`src/rtl/serial_word_transmitter_pkg.sv`:
```
// Shared definitions for the bit-serial link transmitter.
// Holds the default word/timing parameters used by both link ends, the FSM state
// encoding, and a small helper for sizing counters.
package serial_word_transmitter_pkg;

  localparam int unsigned DEF_WIDTH = 8;
  localparam int unsigned DEF_DEPTH = 4;
  localparam int unsigned DEF_HOLD  = 10;
  localparam int unsigned DEF_GAP   = 10;

  typedef logic [1:0] tx_state_t;

  localparam tx_state_t IDLE     = 2'd0;
  localparam tx_state_t WAIT_RDY = 2'd1;
  localparam tx_state_t BIT_HIGH = 2'd2;
  localparam tx_state_t BIT_LOW  = 2'd3;

  function automatic int unsigned max_u(input int unsigned a, input int unsigned b);
    return (a > b) ? a : b;
  endfunction

endpackage

```
`src/rtl/serial_word_transmitter_if.sv`:
```
// Host/link-side signal bundle of the serial word transmitter.
// Ports (as seen by the transmitter, modport slave):
//   enqueue_in, data_in  : word push strobe and word
//   full_out, len_out    : FIFO full flag and occupancy
//   status_in            : receiver ready for a new word
//   data_out, write_out  : serial bit and its strobe
//   busy_out             : word in flight
interface serial_word_transmitter_if
  import serial_word_transmitter_pkg::*;
#(
  parameter int unsigned WIDTH = DEF_WIDTH,
  parameter int unsigned DEPTH = DEF_DEPTH
);
  localparam int unsigned LenW = $clog2(DEPTH + 1);

  logic             enqueue_in;
  logic [WIDTH-1:0] data_in;
  logic             full_out;
  logic [LenW-1:0]  len_out;
  logic             status_in;
  logic             data_out;
  logic             write_out;
  logic             busy_out;

  modport master (
    output enqueue_in, data_in, status_in,
    input  full_out, len_out, data_out, write_out, busy_out
  );

  modport slave (
    input  enqueue_in, data_in, status_in,
    output full_out, len_out, data_out, write_out, busy_out
  );
endinterface

```
`src/rtl/serial_word_transmitter_tx_word_fifo.sv`:
```
// Transmit word FIFO, DEPTH x WIDTH, DEPTH a power of two.
// Ports: clock, reset (sync, active-high), push/push_data (ignored while full),
// pop (ignored while empty), head (word at read pointer), len and full (registered).
module tx_word_fifo
  import serial_word_transmitter_pkg::*;
#(
  parameter int unsigned WIDTH = DEF_WIDTH,
  parameter int unsigned DEPTH = DEF_DEPTH
) (
  input  logic                         clock,
  input  logic                         reset,
  input  logic                         push,
  input  logic [WIDTH-1:0]             push_data,
  input  logic                         pop,
  output logic [WIDTH-1:0]             head,
  output logic [$clog2(DEPTH+1)-1:0]   len,
  output logic                         full
);
  localparam int unsigned PtrW = (DEPTH > 1) ? $clog2(DEPTH) : 1;
  localparam int unsigned LenW = $clog2(DEPTH + 1);

  logic [WIDTH-1:0] mem_q [DEPTH];
  logic [PtrW-1:0]  wr_ptr_q, rd_ptr_q;
  logic [LenW-1:0]  len_q, len_d;
  logic             full_q;
  logic             push_ok, pop_ok;

  // A push while full is dropped even if a pop frees a slot this same cycle.
  assign push_ok = push && !full_q;
  assign pop_ok  = pop && (len_q != '0);

  always_comb begin
    len_d = len_q;
    unique case ({push_ok, pop_ok})
      2'b10:   len_d = len_q + LenW'(1);
      2'b01:   len_d = len_q - LenW'(1);
      default: len_d = len_q;
    endcase
  end

  always_ff @(posedge clock) begin
    if (reset) begin
      wr_ptr_q <= '0;
      rd_ptr_q <= '0;
      len_q    <= '0;
      full_q   <= 1'b0;
    end else begin
      if (push_ok) wr_ptr_q <= wr_ptr_q + PtrW'(1);
      if (pop_ok)  rd_ptr_q <= rd_ptr_q + PtrW'(1);
      len_q  <= len_d;
      full_q <= (len_d == LenW'(DEPTH));
    end
  end

  // Storage needs no reset: stale entries are unreachable once pointers clear.
  always_ff @(posedge clock) begin
    if (push_ok) mem_q[wr_ptr_q] <= push_data;
  end

  assign head = mem_q[rd_ptr_q];
  assign len  = len_q;
  assign full = full_q;
endmodule

```
`src/rtl/serial_word_transmitter.sv`:
```
// Transmit side of the bit-serial link: queues parallel words and shifts each one out
// LSB first as strobed pulses (write_out high HOLD_CYCLES, low GAP_CYCLES per bit).
// A word starts only after the receiver reports ready on status_in.
// Ports: clock, reset (sync, active-high), bus (slave modport of serial_word_transmitter_if).
module serial_word_transmitter
  import serial_word_transmitter_pkg::*;
#(
  parameter int unsigned WIDTH       = DEF_WIDTH,
  parameter int unsigned DEPTH       = DEF_DEPTH,
  parameter int unsigned HOLD_CYCLES = DEF_HOLD,
  parameter int unsigned GAP_CYCLES  = DEF_GAP
) (
  input logic                        clock,
  input logic                        reset,
  serial_word_transmitter_if.slave   bus
);
  localparam int unsigned CycW = $clog2(max_u(HOLD_CYCLES, GAP_CYCLES) + 1);
  localparam int unsigned IdxW = (WIDTH > 1) ? $clog2(WIDTH) : 1;

  tx_state_t        state_q, state_d;
  logic [WIDTH-1:0] shreg_q, shreg_d;
  logic [CycW-1:0]  cyc_q, cyc_d;
  logic [IdxW-1:0]  idx_q, idx_d;
  logic             write_q, data_q, busy_q;

  logic [WIDTH-1:0]             head;
  logic [$clog2(DEPTH+1)-1:0]   len;
  logic                         full;
  logic                         pop;

  tx_word_fifo #(
    .WIDTH (WIDTH),
    .DEPTH (DEPTH)
  ) u_fifo (
    .clock     (clock),
    .reset     (reset),
    .push      (bus.enqueue_in),
    .push_data (bus.data_in),
    .pop       (pop),
    .head      (head),
    .len       (len),
    .full      (full)
  );

  assign pop = (state_q == IDLE) && (len != '0);

  always_comb begin
    state_d = state_q;
    shreg_d = shreg_q;
    cyc_d   = cyc_q;
    idx_d   = idx_q;
    case (state_q)
      IDLE: begin
        if (pop) begin
          shreg_d = head;
          idx_d   = '0;
          state_d = WAIT_RDY;
        end
      end
      WAIT_RDY: begin
        if (bus.status_in) begin
          cyc_d   = '0;
          state_d = BIT_HIGH;
        end
      end
      BIT_HIGH: begin
        if (cyc_q == CycW'(HOLD_CYCLES - 1)) begin
          cyc_d   = '0;
          state_d = BIT_LOW;
        end else begin
          cyc_d = cyc_q + CycW'(1);
        end
      end
      BIT_LOW: begin
        if (cyc_q == CycW'(GAP_CYCLES - 1)) begin
          cyc_d = '0;
          if (idx_q == IdxW'(WIDTH - 1)) begin
            state_d = IDLE;
          end else begin
            shreg_d = shreg_q >> 1;
            idx_d   = idx_q + IdxW'(1);
            state_d = BIT_HIGH;
          end
        end else begin
          cyc_d = cyc_q + CycW'(1);
        end
      end
      default: state_d = IDLE;
    endcase
  end

  // Outputs are registered copies of the current state, so they lag the state by one
  // cycle; this keeps them glitch-free and sets the status-to-first-strobe latency.
  always_ff @(posedge clock) begin
    if (reset) begin
      state_q <= IDLE;
      shreg_q <= '0;
      cyc_q   <= '0;
      idx_q   <= '0;
      write_q <= 1'b0;
      data_q  <= 1'b0;
      busy_q  <= 1'b0;
    end else begin
      state_q <= state_d;
      shreg_q <= shreg_d;
      cyc_q   <= cyc_d;
      idx_q   <= idx_d;
      write_q <= (state_q == BIT_HIGH);
      if (state_q == BIT_HIGH) data_q <= shreg_q[0];
      busy_q  <= (state_q != IDLE);
    end
  end

  assign bus.write_out = write_q;
  assign bus.data_out  = data_q;
  assign bus.busy_out  = busy_q;
  assign bus.len_out   = len;
  assign bus.full_out  = full;
endmodule

```
`src/flat_wrapper.sv`:
```
// flat-port wrapper written by rule: the top's interface ports become plain ports
module serial_word_transmitter_flat import serial_word_transmitter_pkg::*;
#(
  parameter int unsigned WIDTH       = DEF_WIDTH,
  parameter int unsigned DEPTH       = DEF_DEPTH,
  parameter int unsigned HOLD_CYCLES = DEF_HOLD,
  parameter int unsigned GAP_CYCLES  = DEF_GAP
)
  (clock, reset, bus_enqueue_in, bus_data_in, bus_status_in, bus_full_out, bus_len_out, bus_data_out, bus_write_out, bus_busy_out);
  serial_word_transmitter_if #(.WIDTH(WIDTH), .DEPTH(DEPTH)) bus_i ();
  input logic clock;
  input logic reset;
  input wire logic [$bits(bus_i.enqueue_in)-1:0] bus_enqueue_in;
  input wire logic [$bits(bus_i.data_in)-1:0] bus_data_in;
  input wire logic [$bits(bus_i.status_in)-1:0] bus_status_in;
  output wire logic [$bits(bus_i.full_out)-1:0] bus_full_out;
  output wire logic [$bits(bus_i.len_out)-1:0] bus_len_out;
  output wire logic [$bits(bus_i.data_out)-1:0] bus_data_out;
  output wire logic [$bits(bus_i.write_out)-1:0] bus_write_out;
  output wire logic [$bits(bus_i.busy_out)-1:0] bus_busy_out;
  assign bus_i.enqueue_in = bus_enqueue_in;
  assign bus_i.data_in = bus_data_in;
  assign bus_i.status_in = bus_status_in;
  assign bus_full_out = bus_i.full_out;
  assign bus_len_out = bus_i.len_out;
  assign bus_data_out = bus_i.data_out;
  assign bus_write_out = bus_i.write_out;
  assign bus_busy_out = bus_i.busy_out;
  serial_word_transmitter #(.WIDTH(WIDTH), .DEPTH(DEPTH), .HOLD_CYCLES(HOLD_CYCLES), .GAP_CYCLES(GAP_CYCLES)) u_core (.clock(clock), .reset(reset), .bus(bus_i));
endmodule
```
`config.mk`:
```
export PLATFORM = sky130hd
export DESIGN_NAME = serial_word_transmitter_flat
export DESIGN_NICKNAME = d
export VERILOG_FILES = /design/src/rtl/serial_word_transmitter_pkg.sv /design/src/rtl/serial_word_transmitter_if.sv /design/src/rtl/serial_word_transmitter_tx_word_fifo.sv /design/src/rtl/serial_word_transmitter.sv /design/src/flat_wrapper.sv
export SDC_FILE = /design/constraint.sdc
export NUM_CORES = 1
export LEC_CHECK = 0
export BUFFER_PORTS_ARGS = -buffer_cell sky130_fd_sc_hd__buf_2
export CELL_PAD_IN_SITES_DETAIL_PLACEMENT = 0
export CELL_PAD_IN_SITES_GLOBAL_PLACEMENT = 2
export CORE_ASPECT_RATIO = 1.25
export CORE_UTILIZATION = 29
export DETAILED_ROUTE_END_ITERATION = 10
export PLACE_DENSITY_LB_ADDON = 0.12
export REMOVE_ABC_BUFFERS = 1
export SLEW_MARGIN = 25
export SYNTH_ARGS = -nofsm -noshare
export SYNTH_HDL_FRONTEND = slang
export SYNTH_SLANG_ARGS = --single-unit
```
`constraint.sdc`:
```
create_clock -name clock -period 4.37 [get_ports clock]
set_input_delay 0.874 -clock clock [delete_from_list [all_inputs] [get_ports clock]]
set_output_delay 0.874 -clock clock [all_outputs]
set_load 0.05 [all_outputs]
```
==> results of run 1 <==
[kinds of logic (layout without fill, tap and decap cells)]
| logic type | Yosys count | count (layout) | synth area share |
|---|---|---|---|
| compound gates | 32 | 32 | 0.0970 |
| xor+xnor | 5 | 5 | 0.0162 |
| fa+ha+maj | 10 | 10 | 0.0492 |
| flops | 62 | 62 | 0.579 |
| mux | 18 | 18 | 0.0747 |
| buf+inv | 18 | 40 | 0.0515 |
| simple gates | 67 | 67 | 0.132 |
[placed cells by master (no fill, tap or decap), types with 4 or more instances in the layout]
cell type,synthesis,routed
nor2b_1,4,4
a211oi_1,7,7
ha_1,9,9
buf_2,2,18
mux2i_1,10,10
mux2_2,6,6
clkbuf_16,0,9
dfxtp_1,30,30
inv_1,5,5
clkbuf_1,2,4
edfxtp_1,32,32
a221oi_2,7,7
and2_1,5,5
nand3_1,5,5
nor3_1,9,9
a21oi_1,10,10
nor2_1,26,26
[sequential cells by signal, indices dropped and copies added (netlist names), named ones only]
name	cells
u_core.bus.data_out	1
u_core.u_fifo.len	3
u_core.u_fifo.mem_q	32
u_core.u_fifo.rd_ptr_q	2
u_core.bus.busy_out	1
u_core.u_fifo.full	1
u_core.idx_q	3
u_core.bus.write_out	1
u_core.cyc_q	4
u_core.state_q	2
u_core.shreg_q	8
u_core.u_fifo.wr_ptr_q	2
[power by group through the flow]
| stage | combinational, uW | clock [uW] | sequential (uW) |
|---|---|---|---|
| after detailed placement | 644 | 0 | 829 |
| after global placement | 643 | 0 | 832 |
| after floorplan | 429 | 0 | 873 |
| after CTS | 647 | 631 | 818 |
| after global routing | 712 | 665 | 835 |
| final | 632 | 617 | 815 |
[worst max-delay path, delay by kind of cell (launching register included)]
kind / cells / cell delay [ns]
buffers and inverters: 1 / 0.18
AND/OR/NAND/NOR: 4 / 1.10
XOR/XNOR: 1 / 0.14
AO/OA/AOI/OAI: 1 / 0.16
flip-flops: 1 / 0.37
adder cells (fa/ha/maj): 2 / 0.63
[final cells by class]
class | count | area, um2
multi-input cells | 132 | 996
clock inverters | 3 | 13.8
repair buffers | 18 | 90.1
fillers | 962 | 6000
clock buffers | 13 | 240
inverters | 6 | 22.5
well taps | 123 | 154
flip-flops and latches | 62 | 1560
[how the worst max path moves through the flow]
stage	from	endpoint	slack, ns	cells after the start
global route	u_core.u_fifo.len[0]	u_core.u_fifo.full	1.50	9
global placement	bus_enqueue_in	u_core.u_fifo.full	1.52	9
detailed placement	bus_enqueue_in	u_core.u_fifo.full	1.45	9
CTS	u_core.u_fifo.len[0]	u_core.u_fifo.full	1.66	9
floorplan	bus_enqueue_in	u_core.u_fifo.full	1.74	8
finish	u_core.u_fifo.len[0]	u_core.u_fifo.full	1.72	9
[stage by stage]
step,hold slack (ns),area [um2],utilization
2_1_floorplan,0.441,2580,-
3_3_place_gp,0.464,2820,0.311
3_5_place_dp,0.463,2820,0.311
4_1_cts,0.469,3080,0.339
5_1_grt,0.482,3080,0.339
6_report,0.466,3080,0.339
[metal layers]
layer / global-route usage / routed length (um) / up-vias
met5: 0 / 0 / -
met1: 0.154 / 2510 / 759
met3: 0.0360 / 149 / 11
li1: - / - / 807
met4: 0.0795 / 157 / 0
met2: 0.183 / 2300 / 22
==> results.ini, run 1 <==
[routing]
drt-wirelength-per-cell_um=14.3
via_per_inst=4.48
drc=0
postRouteAntennaNets=0
routed_wl_um=5120
vias=1599
dr.pass1.iters=4
drt_iter0_markers=74

[setup_path]
worst_path_largest_cell_delay_ns=0.38
path_cells=nor3_1 > nand2b_1 > inv_2 > ha_1 > fa_1 > xnor2_1 > or3_1 > a21oi_1 > nor2b_1
endpoint_kind=flop
cp_max_fo=10
cp.arrival_ns=2.91
cp.required_ns=4.64
r2r_start=u_core.u_fifo.len[0]
r2r_cells=9
r2r_slack_ns=1.72
r2r_end=u_core.u_fifo.full
crit_slowest_cell=fa_1
path_class=flop to flop
cp-start-kind=flop

[timing]
period_share=0.606
finalSetupViolCount=0
setup_tns_ns=0
fmax_mhz=378
finalHoldViolCount=0
drv_slew=0
fin_worst_skew_ns=0.00609
rsz0062_at_grt=false
period_needed_ns=2.65
worst_slack_ns=1.72
tightest_slew_ns=0.806
slew_headroom=0.462

[floorplanning]
dieArea_um2=9690
start_util=0.297
fp.dieH_um=110
die_x_um=88.2
fp-row-count=39
fp.coreArea_um2=9080
io_pins=19

[synth]
synth_enable_flop_cells=32
synthCells=212
ys_ff_latch=62
synth_area_leaders=edfxtp_1, dfxtp_1, ha_1, a221oi_2, mux2i_1
synth_top_area_share=0.356
ys_types=41
synth_ff_type=edfxtp_1
synth_most_common_cell=edfxtp_1
async_flop_share=0
synth_area_per_cell_um2=12.7
synth_common_cells=edfxtp_1, dfxtp_1, nor2_1
synth_largest_area_cell=edfxtp_1
ys_seq_area_frac=0.579
syn_area_um2=2700
yosysWarnings=0

[global_routing]
grt_use_total=0.123
antenna_found_initial=0
grt_max_degree=30
grt_pass1_vias=1630
grt_pass1_wl_um=8460
overflow=0

[clock_network]
hold_buffers=0
clockBufferDepth=2
cts.clk_slew.worst_paths_ns=0.05
post_cts_buffers=0
clock-sinks=62
clock-root-buffer=clkbuf_16
cts_tree=built
cts_buffers=9
htreeDepth=3
clock_latency_ns=0.33
cts_resized=0

[power]
pwr-share-clk=0.299
p_sw_frac=0.347
power.switching_uw=717
p_per_area_nw_per_um2=671
intPower_uw=1350
max-vdd-ir-drop_mv=0.268
sequentialPowerShare=0.395
p_comb_frac=0.306
p_leak_uw=0.00113
power.total_uw=2060

[place]
place_ws_ns=1.45
dp.cells=341
gp_congestion=0.661
place_hpwl_um=3410
io_buffers=18

[flow_run]
maxCapViolCount=0

[min_path]
hold_path_end=u_core.idx_q[1]
hold_class=flop to flop
hold_start=u_core.idx_q[1]
hold-path-cell-count=2

[run_status]
outcome=completed

[layout]
area_delta_synth_final_pct=14.2
antennaDiodeCount=0
drive_above_1_share=0.209
instances_no_fill=357
final_net_count=251

Note: power is estimated with default switching activity, not from simulation.
==> run 2, diff against run 1 <==
--- a/config.mk
+++ b/config.mk
@@ -5,6 +5,7 @@
 export SDC_FILE = /design/constraint.sdc
 export NUM_CORES = 1
 export LEC_CHECK = 0
+export ABC_AREA = 1
 export BUFFER_PORTS_ARGS = -buffer_cell sky130_fd_sc_hd__buf_2
 export CELL_PAD_IN_SITES_DETAIL_PLACEMENT = 0
 export CELL_PAD_IN_SITES_GLOBAL_PLACEMENT = 2
==> constraint.sdc (replaced) <==
create_clock -name clock -period 2.3 [get_ports clock]
set_input_delay 0.46 -clock clock [delete_from_list [all_inputs] [get_ports clock]]
set_output_delay 0.46 -clock clock [all_outputs]
set_load 0.05 [all_outputs]
==> results.ini, run 2 <==
[timing]
setup_tns_ns=0
period_share=0.799
rsz0062_at_grt=false
finalHoldViolCount=0
tightest_slew_ns=0.568
fin_worst_skew_ns=0.00362
slew_headroom=0.621
drv_slew=0
period_needed_ns=1.84
fmax_mhz=544
finalSetupViolCount=0

[clock_network]
clock-sinks=62
htreeDepth=3
clock-root-buffer=clkbuf_16
post_cts_buffers=0
hold_buffers=0
cts_buffers=9
clockBufferDepth=2
cts_resized=0
cts.clk_slew.worst_paths_ns=0.05
clock_latency_ns=0.32
cts_tree=built

[layout]
area_delta_synth_final_pct=20.9
largest_reg_flops=32
largestRegisters=u_core.u_fifo.mem_q: 32 flops, u_core.shreg_q: 8 flops, u_core.cyc_q: 4 flops
layout_commonest_cell=nand2_1
final_cell_mix=nand2_1, nor2_1, inv_1
regMostFlops=u_core.u_fifo.mem_q
antennaDiodeCount=0
final_net_count=360
fillers=967
drive_above_1_share=0.131
instances_no_fill=466

[setup_path]
path_cells=nor2_1 > nand2_1 > nand2_1 > inv_1 > ha_1 > fa_1 > o21ai_0 > nand2_1 > nor2_1
cp.required_ns=2.56
cp.arrival_ns=2.10
r2r_start=u_core.u_fifo.len[0]
cp_num_buf_inv=1
cp-start-kind=flop
path_class=flop to flop
setup.worst_path.start=u_core.u_fifo.len[0]
cp_max_fo=4
worst_path_largest_cell_delay_ns=0.43
critPathMostFrequentCell=nand2_1
crit_slowest_cell=fa_1
cp_top_family=adder cells
endpoint_kind=flop

[routing]
drt-wirelength-per-cell_um=12.8
drt_iter0_markers=53
postRouteAntennaNets=0
vias=2012
via_per_inst=4.32
dr.pass1.iters=4
routed_wl_um=5950
drc=0

[place]
gp_congestion=0.766
place_hpwl_um=4120
io_buffers=18
dp.cells=450

[synth]
ys_ff_latch=62
synth_largest_area_cell=edfxtp_1
synth_most_common_cell=nand2_1
yosysWarnings=0
synth_area_leaders=edfxtp_1, dfxtp_1, nand2_1, nor2_1, inv_1
syn_area_um2=2720
synth_area_per_cell_um2=8.82
synth_enable_flop_cells=32
synthCells=308
synth_common_cells=nand2_1, nor2_1, inv_1
async_flop_share=0
synth_top_area_share=0.354
synth_ff_type=edfxtp_1
ys_types=23
ys_seq_area_frac=0.575

[global_routing]
grt_max_degree=17
overflow=0
antenna_found_initial=0
grt_pass1_vias=1938
grt_use_total=0.139
grt_pass1_wl_um=9560

[floorplanning]
start_util=0.298
io_pins=19
fp.dieH_um=110
fp.coreArea_um2=9130
fp-row-count=39
die_x_um=88.6
dieArea_um2=9760

[power]
p_leak_uw=0.00146
p_per_area_nw_per_um2=1370
max-vdd-ir-drop_mv=0.574

[min_path]
hold_class=primary input to flop
hold_start=bus_data_in[2]

[flow_run]
maxCapViolCount=0

[run_status]
outcome=completed

[run 2: changes by cell type after synthesis, moves of 7 or more]
cell,change
mux2i_1,-10
a211oi_1,-7
nor3_1,-9
a221oi_2,-7
nand2_1,+85
a21oi_1,+10
nand3_1,+9
nor2_1,+19
inv_1,+31
[run 2: stage by stage]
stage          utilization  setup slack [ns]  total power [uW]  instance area [um2]  hold WS, ns
6_report             0.360             0.462              4490                 3280        0.354
5_1_grt              0.360             0.188              4870                 3280        0.348
4_1_cts              0.360             0.434              4580                 3280        0.344
3_5_place_dp         0.326             0.408              3160                 2980        0.455
3_3_place_gp         0.326             0.410              3160                 2980        0.451
2_1_floorplan            -             0.246              2680                 2670        0.443
[run 2: routing by layer]
metal	GRT usage	routed length, um	vias up
li1	-	-	1053
met1	0.155	2720	924
met2	0.240	2930	26
met3	0.0343	167	9
met4	0.0795	141	0
met5	0	0	-
[run 2: cell families (layout without fill, tap and decap cells)]
logic type / Yosys count / in the layout / synth area share
buf+inv: 45 / 80 / 0.0700
fa+ha+maj: 10 / 10 / 0.0488
flops: 62 / 62 / 0.575
compound gates: 31 / 31 / 0.0631
simple gates: 157 / 157 / 0.234
xor+xnor: 3 / 3 / 0.00967
[run 2: final cells by class]
type	instances	area [um2]	share of cell area
inverter	37	139	0.0423
clock inverter	5	73.8	0.0225
clock buffer	11	233	0.0709
tap	123	154	0.0469
sequential	62	1560	0.475
multi-input combinational	201	966	0.294
timing repair buffer	27	158	0.0480
[run 2: final timing paths]
check                                                 end  slack, ns  depth (start not counted)
worst max-delay path                   u_core.u_fifo.full       0.46                          9
worst min-delay path            u_core.u_fifo.mem_q[2][2]       0.35                          1
worst max register to register         u_core.u_fifo.full       0.46                          9
worst min register to register        u_core.bus.data_out       0.47                          2
[run 2: power by group]
group / total (uW) / switching [uW] / internal (uW)
combinational: 1570 / 1070 / 498
clock: 1390 / 453 / 940
sequential: 1530 / 133 / 1400
total: 4490 / 1660 / 2830
==> run 3, diff against run 2 <==
==> constraint.sdc (replaced) <==
create_clock -name clock -period 1.5 [get_ports clock]
set_input_delay 0.3 -clock clock [delete_from_list [all_inputs] [get_ports clock]]
set_output_delay 0.3 -clock clock [all_outputs]
set_load 0.05 [all_outputs]
==> results.ini, run 3 (same netlist as run 2, synthesis figures left out) <==
[flow_run]
maxCapViolCount=0

[clock_network]
clock-sinks=62
hold_buffers=0
htreeDepth=3
clock-root-buffer=clkbuf_16
clockBufferDepth=2
cts.clk_slew.worst_paths_ns=0.05
cts_tree=built
cts_buffers=9
clock_latency_ns=0.32

[timing]
fin_worst_skew_ns=0.00240
period_needed_ns=1.61
holdWs_ns=0.195
period_share=1.08
finalSetupViolCount=2
drv_slew=0
finalHoldViolCount=0
tightest_slew_ns=0.334
rsz0062_at_grt=true
fmax_mhz=620
slew_headroom=0.777
worst_slack_ns=-0.113

[floorplanning]
fp.coreArea_um2=9130
io_pins=19
die_x_um=88.6
fp-row-count=39
dieArea_um2=9760
start_util=0.298
fp.dieH_um=110

[routing]
drt-wirelength-per-cell_um=12.3
routed_wl_um=6050
dr.pass1.iters=5
vias=2101
via_per_inst=4.26
drc=0
drt_iter0_markers=92
postRouteAntennaNets=0

[global_routing]
grt_pass1_vias=2127
overflow=0
grt_pass1_wl_um=10200
grt_max_degree=15
antenna_found_initial=0
grt_use_total=0.145

[run_status]
outcome=finished, violations left
violations=negative setup slack

[layout]
largest_reg_flops=32
regMostFlops=u_core.u_fifo.mem_q
final_net_count=387
antennaDiodeCount=0
largestRegisters=u_core.u_fifo.mem_q: 32 flops, u_core.shreg_q: 8 flops, u_core.cyc_q: 4 flops
drive_above_1_share=0.235
fillers=973
area_delta_synth_final_pct=30.0
fin_util=0.387
final_cell_mix=nand2_1, nor2_1, inv_1, buf_4, edfxtp_1
layout_commonest_cell=nand2_1

[min_path]
hold_class=primary input to flop
hold-path-cell-count=1
hold_path_end=u_core.u_fifo.mem_q[1][5]
hold_start=bus_data_in[5]

[power]
p_per_area_nw_per_um2=2130
p_leak_uw=0.00158
max-vdd-ir-drop_mv=0.811

[setup_path]
endpoint_kind=flop
cp_max_fo=2
path_class=flop to flop
r2r_start=u_core.u_fifo.len[0]
cp.arrival_ns=1.88
cp.required_ns=1.76
r2r_end=u_core.u_fifo.full
r2r_slack_ns=-0.11
cp-start-kind=flop
r2r_cells=11

[place]
io_buffers=18
gp_congestion=0.779
place_hpwl_um=4360

## run 3: cell count changes in the layout (fill, tap and decap cells not counted), moves of 2 or more
cell	before	now
buf_4	9	34
nor2_1	45	41
nand3_2	1	3
inv_1	36	34
nor2_2	0	3
dfxtp_2	0	2
ha_1	9	7
dfxtp_1	30	28
inv_2	0	2
nand3_1	14	12
## run 3: worst max-delay path: stages, from the launching register on
cell and delay [ns]:
dfxtp_2 0.33, nor2_4 0.10, nand2_1 0.05, nand2_1 0.09
inv_2 0.06, ha_4 0.16, fa_2 0.33, nor2_1 0.11
nor2_1 0.05, nand3_1 0.07, nand3_2 0.11, nor2_2 0.10
## run 3: final cells by class
cell class	instances	area, um2	share of cell area
Clock inverter	4	47.5	0.0135
Timing Repair Buffer	54	377	0.107
Sequential cell	62	1560	0.443
Multi-Input combinational cell	201	1020	0.288
Clock buffer	12	236	0.0669
Inverter	37	139	0.0393
Tap cell	123	154	0.0436
## run 3: worst max-delay path by stage
stage               slack, ns                  from  cells after the start                 end
floorplan               -0.55  u_core.u_fifo.len[0]                      9  u_core.u_fifo.full
global placement        -0.22  u_core.u_fifo.len[0]                      9  u_core.u_fifo.full
detailed placement      -0.25  u_core.u_fifo.len[0]                     12  u_core.u_fifo.full
CTS                     -0.14  u_core.u_fifo.len[2]                     12  u_core.u_fifo.full
global route            -0.18  u_core.u_fifo.len[0]                     12  u_core.u_fifo.full
finish                  -0.11  u_core.u_fifo.len[0]                     11  u_core.u_fifo.full
## run 3: metal layers
layer / vias to the layer above / global-route usage / wire length, um
met1: 952 / 0.163 / 2670
li1: 1105 / - / -
met5: - / 0 / 0
met2: 30 / 0.254 / 3080
met3: 14 / 0.0231 / 124
met4: 0 / 0.0899 / 165
## run 3: through the flow
stage          TNS [ns]  instance area, um2  total power [uW]  setup WS, ns  cells
6_report         -0.221                3530              7520        -0.113    493
5_1_grt          -0.432                3530              8110        -0.185    493
4_1_cts          -0.328                3500              7540        -0.143    492
3_5_place_dp     -0.665                3170              5330        -0.250    474
3_3_place_gp     -0.573                3170              5320        -0.217    474
2_1_floorplan     -5.15                2670              4110        -0.554    300
## run 3: timing repair
| action | in CTS | in global routing |
|---|---|---|
| gates resized for setup | 10 | 9 |
| pin swaps | 7 | 10 |
| endpoints found under the hold margin | 0 | 0 |
| setup endpoints to repair | 3 | 13 |
| buffers inserted | 2 | 1 |
## run 3: report_power, final
| part | internal, uW | switching [uW] | total (uW) |
|---|---|---|---|
| logic | 1350 | 1880 | 3230 |
| clock network | 1280 | 702 | 1980 |
| registers | 2150 | 162 | 2310 |
